### src/rtl/ip_ram_responder_if.sv
// rtl/ip_ram_responder_if.sv - mapper-side RAM request/response bus
interface ip_ram_responder_if;
  logic        rd;
  logic        wr;
  logic        busy;
  logic [21:0] address;
  logic [7:0]  wdata;
  logic [7:0]  rdata;
  logic        rdata_en;

  // Mapper side: issues level-held requests, receives read data.
  modport master (
    output rd, wr, address, wdata,
    input  busy, rdata, rdata_en
  );

  // Responder side: accepts requests, returns read data.
  modport slave (
    input  rd, wr, address, wdata,
    output busy, rdata, rdata_en
  );
endinterface

### src/rtl/ip_ram_responder.sv
// rtl/ip_ram_responder.sv - converts level-held mapper requests into timed async SRAM accesses
module ip_ram_responder #(
  parameter int ACCESS_CYCLES   = 4,
  parameter int RECOVERY_CYCLES = 1
) (
  input  logic                clk,
  input  logic                n_reset,
  ip_ram_responder_if.slave   bus,
  output logic [21:0]         mem_address,
  output logic [7:0]          mem_wdata,
  output logic                mem_wdata_oe,
  input  logic [7:0]          mem_rdata,
  output logic                mem_ce_n,
  output logic                mem_oe_n,
  output logic                mem_we_n
);

  typedef enum logic [1:0] {
    IDLE    = 2'd0,
    SETUP   = 2'd1,
    ACCESS  = 2'd2,
    RECOVER = 2'd3
  } state_t;

  // Counter reload values; the counter runs down to zero and stops there.
  localparam logic [3:0] ACC_LOAD = 4'(ACCESS_CYCLES - 1);
  localparam logic [3:0] REC_LOAD = 4'(RECOVERY_CYCLES - 1);

  state_t      r_state,       w_state_nxt;
  logic [3:0]  r_cnt,         w_cnt_nxt;
  logic        r_armed,       w_armed_nxt;
  logic        r_is_wr,       w_is_wr_nxt;
  logic        r_busy,        w_busy_nxt;
  logic [7:0]  r_rdata,       w_rdata_nxt;
  logic        r_rdata_en,    w_rdata_en_nxt;
  logic [21:0] r_mem_address, w_mem_address_nxt;
  logic [7:0]  r_mem_wdata,   w_mem_wdata_nxt;
  logic        r_wdata_oe,    w_wdata_oe_nxt;
  logic        r_ce_n,        w_ce_n_nxt;
  logic        r_oe_n,        w_oe_n_nxt;
  logic        r_we_n,        w_we_n_nxt;

  logic        w_req;
  logic        w_accept;

  // A request is only taken when the initiator has been seen idle since the last acceptance.
  assign w_req    = bus.rd | bus.wr;
  assign w_accept = (r_state == IDLE) && r_armed && w_req;

  // Next-state, datapath and registered-output decode.
  always_comb begin
    w_state_nxt       = r_state;
    w_cnt_nxt         = r_cnt;
    w_armed_nxt       = r_armed;
    w_is_wr_nxt       = r_is_wr;
    w_rdata_nxt       = r_rdata;
    w_rdata_en_nxt    = 1'b0;
    w_mem_address_nxt = r_mem_address;
    w_mem_wdata_nxt   = r_mem_wdata;

    if (!w_req) begin
      w_armed_nxt = 1'b1;
    end
    if (w_accept) begin
      w_armed_nxt = 1'b0;
    end

    case (r_state)
      IDLE: begin
        if (w_accept) begin
          w_state_nxt       = SETUP;
          w_mem_address_nxt = bus.address;
          w_mem_wdata_nxt   = bus.wdata;
          // Write wins when both requests are raised together.
          w_is_wr_nxt       = bus.wr;
        end
      end
      SETUP: begin
        w_cnt_nxt   = ACC_LOAD;
        w_state_nxt = ACCESS;
      end
      ACCESS: begin
        if (r_cnt == 4'd0) begin
          if (!r_is_wr) begin
            w_rdata_nxt    = mem_rdata;
            w_rdata_en_nxt = 1'b1;
          end
          w_cnt_nxt   = REC_LOAD;
          w_state_nxt = RECOVER;
        end else begin
          w_cnt_nxt = r_cnt - 4'd1;
        end
      end
      RECOVER: begin
        if (r_cnt == 4'd0) begin
          w_state_nxt = IDLE;
        end else begin
          w_cnt_nxt = r_cnt - 4'd1;
        end
      end
      default: begin
        w_state_nxt = IDLE;
      end
    endcase

    // busy lags the state by one edge, so it also covers the first IDLE cycle.
    w_busy_nxt     = (r_state != IDLE) | w_accept;
    // Pin controls are decoded from the next state so they change on the same edge as the state.
    w_ce_n_nxt     = !((w_state_nxt == SETUP) || (w_state_nxt == ACCESS));
    w_oe_n_nxt     = !((w_state_nxt == ACCESS) && !w_is_wr_nxt);
    w_we_n_nxt     = !((w_state_nxt == ACCESS) && w_is_wr_nxt);
    // Data stays driven through RECOVER so it is held past the rising edge of we_n.
    w_wdata_oe_nxt = (w_state_nxt != IDLE) && w_is_wr_nxt;
  end

  // State, counter and all output registers; reset drops every strobe at once.
  always_ff @(posedge clk or negedge n_reset) begin
    if (!n_reset) begin
      r_state       <= IDLE;
      r_cnt         <= 4'd0;
      r_armed       <= 1'b0;
      r_is_wr       <= 1'b0;
      r_busy        <= 1'b0;
      r_rdata       <= 8'h00;
      r_rdata_en    <= 1'b0;
      r_mem_address <= 22'h000000;
      r_mem_wdata   <= 8'h00;
      r_wdata_oe    <= 1'b0;
      r_ce_n        <= 1'b1;
      r_oe_n        <= 1'b1;
      r_we_n        <= 1'b1;
    end else begin
      r_state       <= w_state_nxt;
      r_cnt         <= w_cnt_nxt;
      r_armed       <= w_armed_nxt;
      r_is_wr       <= w_is_wr_nxt;
      r_busy        <= w_busy_nxt;
      r_rdata       <= w_rdata_nxt;
      r_rdata_en    <= w_rdata_en_nxt;
      r_mem_address <= w_mem_address_nxt;
      r_mem_wdata   <= w_mem_wdata_nxt;
      r_wdata_oe    <= w_wdata_oe_nxt;
      r_ce_n        <= w_ce_n_nxt;
      r_oe_n        <= w_oe_n_nxt;
      r_we_n        <= w_we_n_nxt;
    end
  end

  assign bus.busy     = r_busy;
  assign bus.rdata    = r_rdata;
  assign bus.rdata_en = r_rdata_en;
  assign mem_address  = r_mem_address;
  assign mem_wdata    = r_mem_wdata;
  assign mem_wdata_oe = r_wdata_oe;
  assign mem_ce_n     = r_ce_n;
  assign mem_oe_n     = r_oe_n;
  assign mem_we_n     = r_we_n;

endmodule

### src/flat_wrapper.sv
// flat-port wrapper written by rule: the top's interface ports become plain ports
module ip_ram_responder_flat 
#(
  parameter int ACCESS_CYCLES   = 4,
  parameter int RECOVERY_CYCLES = 1
)
  (clk, n_reset, mem_address, mem_wdata, mem_wdata_oe, mem_rdata, mem_ce_n, mem_oe_n, mem_we_n, bus_rd, bus_wr, bus_address, bus_wdata, bus_busy, bus_rdata, bus_rdata_en);
  ip_ram_responder_if bus_i ();
  input  logic clk;
  input  logic n_reset;
  output logic [21:0] mem_address;
  output logic [7:0] mem_wdata;
  output logic mem_wdata_oe;
  input  logic [7:0] mem_rdata;
  output logic mem_ce_n;
  output logic mem_oe_n;
  output logic mem_we_n;
  input wire logic [$bits(bus_i.rd)-1:0] bus_rd;
  input wire logic [$bits(bus_i.wr)-1:0] bus_wr;
  input wire logic [$bits(bus_i.address)-1:0] bus_address;
  input wire logic [$bits(bus_i.wdata)-1:0] bus_wdata;
  output wire logic [$bits(bus_i.busy)-1:0] bus_busy;
  output wire logic [$bits(bus_i.rdata)-1:0] bus_rdata;
  output wire logic [$bits(bus_i.rdata_en)-1:0] bus_rdata_en;
  assign bus_i.rd = bus_rd;
  assign bus_i.wr = bus_wr;
  assign bus_i.address = bus_address;
  assign bus_i.wdata = bus_wdata;
  assign bus_busy = bus_i.busy;
  assign bus_rdata = bus_i.rdata;
  assign bus_rdata_en = bus_i.rdata_en;
  ip_ram_responder #(.ACCESS_CYCLES(ACCESS_CYCLES), .RECOVERY_CYCLES(RECOVERY_CYCLES)) u_core (.clk(clk), .n_reset(n_reset), .bus(bus_i), .mem_address(mem_address), .mem_wdata(mem_wdata), .mem_wdata_oe(mem_wdata_oe), .mem_rdata(mem_rdata), .mem_ce_n(mem_ce_n), .mem_oe_n(mem_oe_n), .mem_we_n(mem_we_n));
endmodule
### config.mk
export PLATFORM = sky130hd
export DESIGN_NAME = ip_ram_responder_flat
export DESIGN_NICKNAME = d
export VERILOG_FILES = /design/src/rtl/ip_ram_responder_if.sv /design/src/rtl/ip_ram_responder.sv /design/src/flat_wrapper.sv
export SDC_FILE = /design/constraint.sdc
export NUM_CORES = 1
export LEC_CHECK = 0
export CAP_MARGIN = 20
export CORE_ASPECT_RATIO = 1.2
export CORE_MARGIN = 1.5
export CORE_UTILIZATION = 46
export DETAILED_ROUTE_END_ITERATION = 16
export PLACE_DENSITY_LB_ADDON = 0.05
export SYNTH_ARGS = -nofsm -noshare
export SYNTH_HDL_FRONTEND = slang
export SYNTH_SLANG_ARGS = --single-unit
### constraint.sdc
create_clock -name clk -period 4.1 [get_ports clk]
set_input_delay 0.82 -clock clk [delete_from_list [all_inputs] [get_ports clk]]
set_output_delay 0.82 -clock clk [all_outputs]
set_load 0.02 [all_outputs]
==> results of run 1 <==
-- registers in the layout (all words and copies together), names as in the netlist --
register	flops
u_core.mem_we_n	1
u_core.bus.rdata	8
u_core.r_cnt	4
u_core.r_state	2
u_core.mem_ce_n	1
u_core.mem_oe_n	1
u_core.mem_address	22
u_core.mem_wdata	8
u_core.bus.busy	1
u_core.r_armed	1
u_core.bus.rdata_en	1
u_core.r_is_wr	1
u_core.mem_wdata_oe	1
-- stage by stage --
step | power [W] | worst slack, ns | utilization, %
floorplan | 0.00164 | 2.35 | -
global placement | 0.00215 | 1.74 | 68.8
detailed placement | 0.00222 | 1.69 | 68.8
CTS | 0.00250 | 1.82 | 70.9
global route | 0.00263 | 1.80 | 71.3
finish | 0.00248 | 1.84 | 71.3
-- cell families (layout without fill, tap and decap cells) --
family | after synthesis | count (layout)
flip-flops | 52 | 52
multiplexers | 38 | 38
AO/OA/AOI/OAI | 16 | 16
AND/OR/NAND/NOR | 16 | 16
buffers and inverters | 13 | 103
adder cells (fa/ha/maj) | 4 | 4
XOR/XNOR | 1 | 1
-- power by group through the flow --
stage	Clock (W)	Combinational, W	Sequential (W)
finish	0.000275	0.00127	0.000928
global route	0.000303	0.00137	0.000957
CTS	0.000287	0.00129	0.000930
detailed placement	0	0.00128	0.000941
floorplan	0	0.000464	0.00118
global placement	0	0.00124	0.000919
-- layout by cell type (no fill, tap or decap), types with 2 or more instances in the layout --
cell	synthesis	layout
sky130_fd_sc_hd__clkdlybuf4s50_1	0	84
sky130_fd_sc_hd__dfrtp_1	49	49
sky130_fd_sc_hd__mux2_2	30	30
sky130_fd_sc_hd__inv_1	8	8
sky130_fd_sc_hd__mux2_4	8	8
sky130_fd_sc_hd__o21ai_0	7	7
sky130_fd_sc_hd__clkbuf_8	0	5
sky130_fd_sc_hd__nand2_1	4	4
sky130_fd_sc_hd__ha_1	4	4
sky130_fd_sc_hd__nor2_1	3	3
sky130_fd_sc_hd__a21oi_1	3	3
sky130_fd_sc_hd__nand2b_1	3	3
sky130_fd_sc_hd__dfstp_2	3	3
sky130_fd_sc_hd__o221ai_1	2	2
sky130_fd_sc_hd__clkinv_2	0	2
-- how the worst max path moves through the flow --
stage	slack, ns	from	end
after detailed placement	1.69	bus_wr	u_core.mem_ce_n
after global placement	1.74	bus_wr	u_core.mem_address[11]
after global routing	1.80	u_core.mem_we_n	mem_we_n
final	1.84	u_core.mem_we_n	mem_we_n
after floorplan	2.35	bus_wr	u_core.mem_ce_n
after CTS	1.82	u_core.mem_we_n	mem_we_n
-- final cells by class --
class                           instances  area, sq um  share of cell area (%)
Sequential cell                        52         1310                    42.3
Timing Repair Buffer                   87          873                    28.3
Multi-Input combinational cell         75          719                    23.3
Tap cell                               56         70.1                    2.27
Clock buffer                            5         68.8                    2.23
Inverter                                8         30.0                   0.973
Clock inverter                          3         18.8                   0.608
-- layer usage --
metal	wire (um)	track usage (%)	vias to the layer above
met1	1700	21.0	713
met4	27	6.38	0
met5	0	0	-
li1	-	-	662
met3	302	4.40	4
met2	2370	34.2	61
==> tab_implementation.tex, run 1 <==
\begin{tabular}{lr}
\hline
Metric & Value \\
\hline
\multicolumn{2}{l}{\textbf{Worst setup path}} \\
Worst Path Buf+Inv & 1 \\
Element type at the critical path start & flop \\
Biggest cell delay along the critical path & about 0.6 ns \\
Depth of the worst register-to-register path & 6 \\
Worst reg-to-reg setup slack & 2.10 ns \\
CP Depth & 1 \\
Data required time of the worst path & between 3 and 4 ns \\
Top cell family by delay on the critical path & buffers and inverters \\
Kind of end point of the critical path & output port \\
Maximum fanout along the worst path & 1 \\
R2r startpoint & u\_core.r\_state[1] \\
Arr. time, crit path & around 1.4 ns \\
Crit-path cells & clkdlybuf4s50\_1 \\
Critical path start-end classification & reg -> out \\
Worst r2r dst & u\_core.mem\_wdata\_oe \\
Highest-delay cell along the critical path & sky130\_fd\_sc\_hd\_\_clkdlybuf4s50\_1 \\
\multicolumn{2}{l}{\textbf{Placed design}} \\
Placer Congestion & between 0.7 and 0.8 \\
Area of placed instances & around 0.003 sq mm \\
Input/output buffers & between 80 and 90 \\
Detail Placement HPWL & 3270 um \\
Placed Cells & about 280 \\
\multicolumn{2}{l}{\textbf{Die}} \\
Top Ports & 86 \\
Height of the die & slightly below 80 um \\
Initial core utilization & 48.4\% \\
Die outline area & 0.00496 sq mm \\
Total number of placement rows & 26 \\
Die X & roughly 65 um \\
Core area & 0.00433 sq mm \\
\multicolumn{2}{l}{\textbf{Clock tree}} \\
Number of buffers inserted by post-CTS setup repair & 0 \\
Total CTS buffers & 5 \\
Number of gates resized after cts & 0 \\
CTS hold repair buffers & 0 \\
H-tree depth & 2 \\
Clock slew at the register clock pins of the worst setup and hold paths & about 0.09 ns \\
Clk Latency, worst-skew pair & approximately 0.3 ns \\
Sink count of the clock tree & 52 \\
CTS Root Cell & sky130\_fd\_sc\_hd\_\_clkbuf\_8 \\
Clock Path Buffers & 2 \\
Clock tree from TritonCTS & built \\
\multicolumn{2}{l}{\textbf{STA}} \\
Final setup skew & around 0.0055 ns \\
Accumulated negative setup slack & 0 ns \\
Relative slew margins & between 70\% and 80\% \\
RSZ-0062 raised after global routing & false \\
Hold violation count in the final report & 0 \\
Final Max Slew Viols & 0 \\
Time the worst path needs with I/O delays and setup & about 2.3 ns \\
Top achievable clock speed & approximately 440 MHz \\
Worst hold margin & approximately 0.4 ns \\
Final setup violation count & 0 \\
Period utilization & 55.1\% \\
Least-Margin Pin Slew & 0.401 ns \\
\multicolumn{2}{l}{\textbf{Finish}} \\
Layout cell share with drive strength beyond 1 & 23.5\% \\
Antenna Cells & 0 \\
Layout Cells excl Fill & approximately 290 \\
Summed area of non-filler cells in the final layout & a little over 0.003 sq mm \\
Fillcell total & a little over 300 \\
Layout overhead on the synthesized area & 47.5\% \\
Total Nets Final & about 280 \\
\multicolumn{2}{l}{\textbf{GRT}} \\
Total gr overflow & 0 \\
Antenna violations before repair & 0 \\
Largest net degree at the start of global routing & 53 \\
All-layer global routing usage & 18.7\% \\
Global-route wire length before repair & roughly 7000 um \\
Via count of the first global-routing pass & between 1.5k and 2k \\
\multicolumn{2}{l}{\textbf{Logic synthesis}} \\
Compound-cell area share of the yosys netlist & 4.90\% \\
Post-synth top flop & sky130\_fd\_sc\_hd\_\_dfrtp\_1 \\
Top area cells in the synthesized netlist & sky130\_fd\_sc\_hd\_\_dfrtp\_1 59\%, sky130\_fd\_sc\_hd\_\_mux2\_2 16\%, sky130\_fd\_sc\_hd\_\_mux2\_4 5.7\% \\
Cell type with the highest aggregate area in the netlist & sky130\_fd\_sc\_hd\_\_dfrtp\_1 \\
Number of synthesized flops with an enable pin & 0 \\
Mapped Nets & between 150 and 200 \\
Multiplexer area fraction after synthesis & 21.9\% \\
Post-synthesis sequential element count & 52 \\
Async set or reset register ratio after synthesis & 100\% \\
Combined area of all synthesized cells & 0.00209 sq mm \\
Leading cell type by number of instances after synthesis & sky130\_fd\_sc\_hd\_\_dfrtp\_1 \\
Share of the yosys chip area belonging to registers & approximately 62\% \\
Area share of and/or/nand/nor cells after synthesis & 4.78\% \\
Share of the synthesized area in the top cell type & about three fifths \\
Area share of xor/xnor cells in the synthesized design & less than 1\% \\
Most common library cells after synthesis & 49 x sky130\_fd\_sc\_hd\_\_dfrtp\_1, 30 x sky130\_fd\_sc\_hd\_\_mux2\_2, 8 x sky130\_fd\_sc\_hd\_\_inv\_1, 8 x sky130\_fd\_sc\_hd\_\_mux2\_4, 7 x sky130\_fd\_sc\_hd\_\_o21ai\_0 \\
Total number of yosys warnings & 0 \\
Mean instance size in the synthesized netlist & 14.9 sq um \\
Dominant combinational cell family by area after synthesis & multiplexers \\
Distinct cell type count after synthesis & 26 \\
Post-Synthesis Cells & 140 \\
Arithmetic-cell share of the synthesized area counting full adders, half adders and majority gates & 2.39\% \\
\multicolumn{2}{l}{\textbf{Routing}} \\
Initial DRT Pass Iterations & 4 \\
Overall routed net length & 4400 um \\
Routed via count & about 1.4k \\
Remaining DRCs & 0 \\
Number of routed nets with antenna violations & 0 \\
Number of violations reported at the end of detailed-routing iteration 0 & 21 \\
Routed WL per cell & 15.4 um \\
Via density & slightly above 5 \\
\multicolumn{2}{l}{\textbf{Min path}} \\
Hold WC Path Type & in -> async \\
\multicolumn{2}{l}{\textbf{Power and ir drop}} \\
Leakage power of the design & $\sim$1.4 nW \\
Fraction of power spent switching nets & a little over a third \\
Power density normalized to cell area & 803 mW/mm\^{}2 \\
Sw power & 0.000890 W \\
Proportion of power drawn by flip-flops and latches & 37.4\% \\
Logic gate share of total power & about 50\% \\
Clock network fraction of total power & between 10 and 15\% \\
Max rail drop VDD & between 400 and 500 uV \\
Internal Pwr Total & between 0.0015 and 0.002 W \\
\multicolumn{2}{l}{\textbf{Run}} \\
Maximum capacitance violations & 0 \\
\multicolumn{2}{l}{\textbf{Run status}} \\
Run status & finished clean \\
\hline
\end{tabular}
(Power assumes the default switching activity.)
==> run 2, diff against run 1 <==
CORE_UTILIZATION = 42   (was 46)
clock period = 2.14 ns   (was 4.1 ns; I/O delays follow)
==> run 2 against run 1 <==
Clock skew increased by 0.0035 ns. Sequential cell count unchanged. Total power grew 93%. Wire length down 1.7%. Critical endpoint is now mem_oe_n.
==> tab_implementation.tex, run 2 (synthesis results as in run 1) <==
\begin{tabular}{lr}
\hline
Metric & Value \\
\hline
\multicolumn{2}{l}{\textbf{STA}} \\
Least-Margin Pin Slew & roughly 0.5 ns \\
Final setup skew & just under 0.009 ns \\
Worst hold margin & between 0.08 and 0.09 ns \\
RSZ-0062 raised after global routing & false \\
Relative slew margins & about 66\% \\
Final Max Slew Viols & 0 \\
Time the worst path needs with I/O delays and setup & $\sim$1.8 ns \\
Hold violation count in the final report & 0 \\
Top achievable clock speed & $\sim$540 MHz \\
Final setup violation count & 0 \\
Accumulated negative setup slack & 0 ns \\
Period utilization & between 80\% and 90\% \\
\multicolumn{2}{l}{\textbf{Finish}} \\
Largest register FFs & 22 \\
Highest-count cells in the layout ignoring fill and taps & 84 x sky130\_fd\_sc\_hd\_\_clkdlybuf4s50\_1, 49 x sky130\_fd\_sc\_hd\_\_dfrtp\_1, 30 x sky130\_fd\_sc\_hd\_\_mux2\_2 \\
Register Area & between 0.001 and 0.0015 sq mm \\
Antenna Cells & 0 \\
Combined area of the multi-input logic cells & 719 sq um \\
Total Nets Final & around 280 \\
Fillcell total & around 350 \\
Most frequent standard cell in the layout excluding fill and tap cells & sky130\_fd\_sc\_hd\_\_clkdlybuf4s50\_1 \\
Layout cell share with drive strength beyond 1 & roughly a quarter \\
Layout overhead on the synthesized area & 48.8\% \\
\multicolumn{2}{l}{\textbf{Power and ir drop}} \\
Leakage power of the design & 1.36 nW \\
Max rail drop VDD & approximately 840 uV \\
Power density normalized to cell area & 1530 mW/mm\^{}2 \\
\multicolumn{2}{l}{\textbf{Die}} \\
Height of the die & roughly 80 um \\
Total number of placement rows & 27 \\
Top Ports & 86 \\
Core area & approximately 0.0047 sq mm \\
Initial core utilization & between 40 and 50\% \\
Die X & 67.4 um \\
Die outline area & about 0.0054 sq mm \\
\multicolumn{2}{l}{\textbf{Clock tree}} \\
Clock tree from TritonCTS & built \\
CTS hold repair buffers & 0 \\
Clk Latency, worst-skew pair & 0.30 ns \\
Total CTS buffers & 5 \\
CTS Root Cell & sky130\_fd\_sc\_hd\_\_clkbuf\_8 \\
H-tree depth & 2 \\
Clock Path Buffers & 2 \\
Number of buffers inserted by post-CTS setup repair & 0 \\
Sink count of the clock tree & 52 \\
Number of gates resized after cts & 0 \\
Clock slew at the register clock pins of the worst setup and hold paths & $\sim$0.09 ns \\
\multicolumn{2}{l}{\textbf{Routing}} \\
Via density & around 4.9 \\
Number of violations reported at the end of detailed-routing iteration 0 & 27 \\
Remaining DRCs & 0 \\
Routed via count & between 1k and 1.5k \\
Initial DRT Pass Iterations & 4 \\
Number of routed nets with antenna violations & 0 \\
Routed WL per cell & between 10 and 15 um \\
Overall routed net length & $\sim$4300 um \\
\multicolumn{2}{l}{\textbf{Worst setup path}} \\
Worst r2r dst & u\_core.mem\_address[7] \\
Kind of end point of the critical path & output port \\
Data required time of the worst path & about 1.7 ns \\
Crit-path cells & clkdlybuf4s50\_1 \\
Arr. time, crit path & 1.42 ns \\
Biggest cell delay along the critical path & approximately 0.59 ns \\
R2r startpoint & u\_core.r\_state[1] \\
Critical path start-end classification & reg -> out \\
Element type at the critical path start & flop \\
Depth of the worst register-to-register path & 4 \\
Worst Path Buf+Inv & 1 \\
Top cell family by delay on the critical path & buffers and inverters \\
Highest-delay cell along the critical path & sky130\_fd\_sc\_hd\_\_clkdlybuf4s50\_1 \\
Worst reg-to-reg setup slack & 0.30 ns \\
Maximum fanout along the worst path & 1 \\
\multicolumn{2}{l}{\textbf{GRT}} \\
Total gr overflow & 0 \\
Global-route wire length before repair & between 6000 and 7000 um \\
Via count of the first global-routing pass & about 1.4k \\
Largest net degree at the start of global routing & 27 \\
Antenna violations before repair & 0 \\
All-layer global routing usage & about 17\% \\
\multicolumn{2}{l}{\textbf{Placed design}} \\
Placer Congestion & around 0.77 \\
Detail Placement HPWL & 3430 um \\
Input/output buffers & 85 \\
\multicolumn{2}{l}{\textbf{Run status}} \\
Run status & finished clean \\
\multicolumn{2}{l}{\textbf{Run}} \\
Maximum capacitance violations & 0 \\
\multicolumn{2}{l}{\textbf{Min path}} \\
Hold WC Path Type & in -> async \\
\hline
\end{tabular}
[run 2: cell types whose count changed in the layout (fill, tap and decap cells not counted), sizes merged]
cell and change:
clkinv -3, buf +2, clkinvlp +2, clkbuf +1
[run 2: cell type report]
| type | count | area share (%) |
|---|---|---|
| flip-flops and latches | 52 | 41.9 |
| repair buffers | 89 | 28.5 |
| multi-input cells | 75 | 23.1 |
| clock buffers | 6 | 2.65 |
| well taps | 58 | 2.33 |
| inverters | 8 | 0.965 |
| clock inverters | 2 | 0.482 |
[run 2: through the flow]
step / area (sq um) / total power (W) / worst slack (ns) / utilization [%] / cells
floorplan: 2090 / 0.00314 / 0.410 / - / 140
global placement: 3020 / 0.00417 / 0.281 / 64.2 / 282
detailed placement: 3020 / 0.00426 / 0.203 / 64.2 / 282
CTS: 3110 / 0.00483 / 0.278 / 66.3 / 290
global route: 3110 / 0.00508 / 0.128 / 66.3 / 290
finish: 3110 / 0.00477 / 0.296 / 66.3 / 290
[run 2: how the worst max path moves through the flow]
stage	depth (start not counted)	slack (ns)	from	endpoint
final	1	0.30	u_core.mem_oe_n	mem_oe_n
after detailed placement	6	0.20	bus_wr	u_core.mem_oe_n
after global routing	6	0.13	u_core.r_state[1]	u_core.mem_wdata_oe
after global placement	6	0.28	bus_wr	u_core.mem_wdata_oe
after floorplan	6	0.41	u_core.r_cnt[0]	u_core.bus.rdata[0]
after CTS	1	0.28	u_core.mem_ce_n	mem_ce_n
[run 2: layer usage]
metal | vias up | part of all wire, % | wire length (um) | GRT usage [%]
li1 | 672 | - | - | -
met5 | - | 0 | 0 | 0
met4 | 0 | 1.3 | 57 | 4.29
met2 | 51 | 53 | 2310 | 28.8
met3 | 6 | 6.7 | 289 | 4.48
met1 | 700 | 39 | 1670 | 20.2
[run 2: report_power, final]
| part | leakage [nW] | total (W) | switching (W) | internal [W] |
|---|---|---|---|---|
| logic | 0.701 | 0.00243 | 0.00110 | 0.00133 |
| clock network | 0.0434 | 0.000570 | 0.000308 | 0.000262 |
| registers | 0.612 | 0.00177 | 0.000283 | 0.00149 |
==> run 3, diff against run 2 <==
SKIP_LAST_GASP = 1   (was not set)
==> results of run 3 <==
Final layout, timing and power as in run 2 (identical DEF).
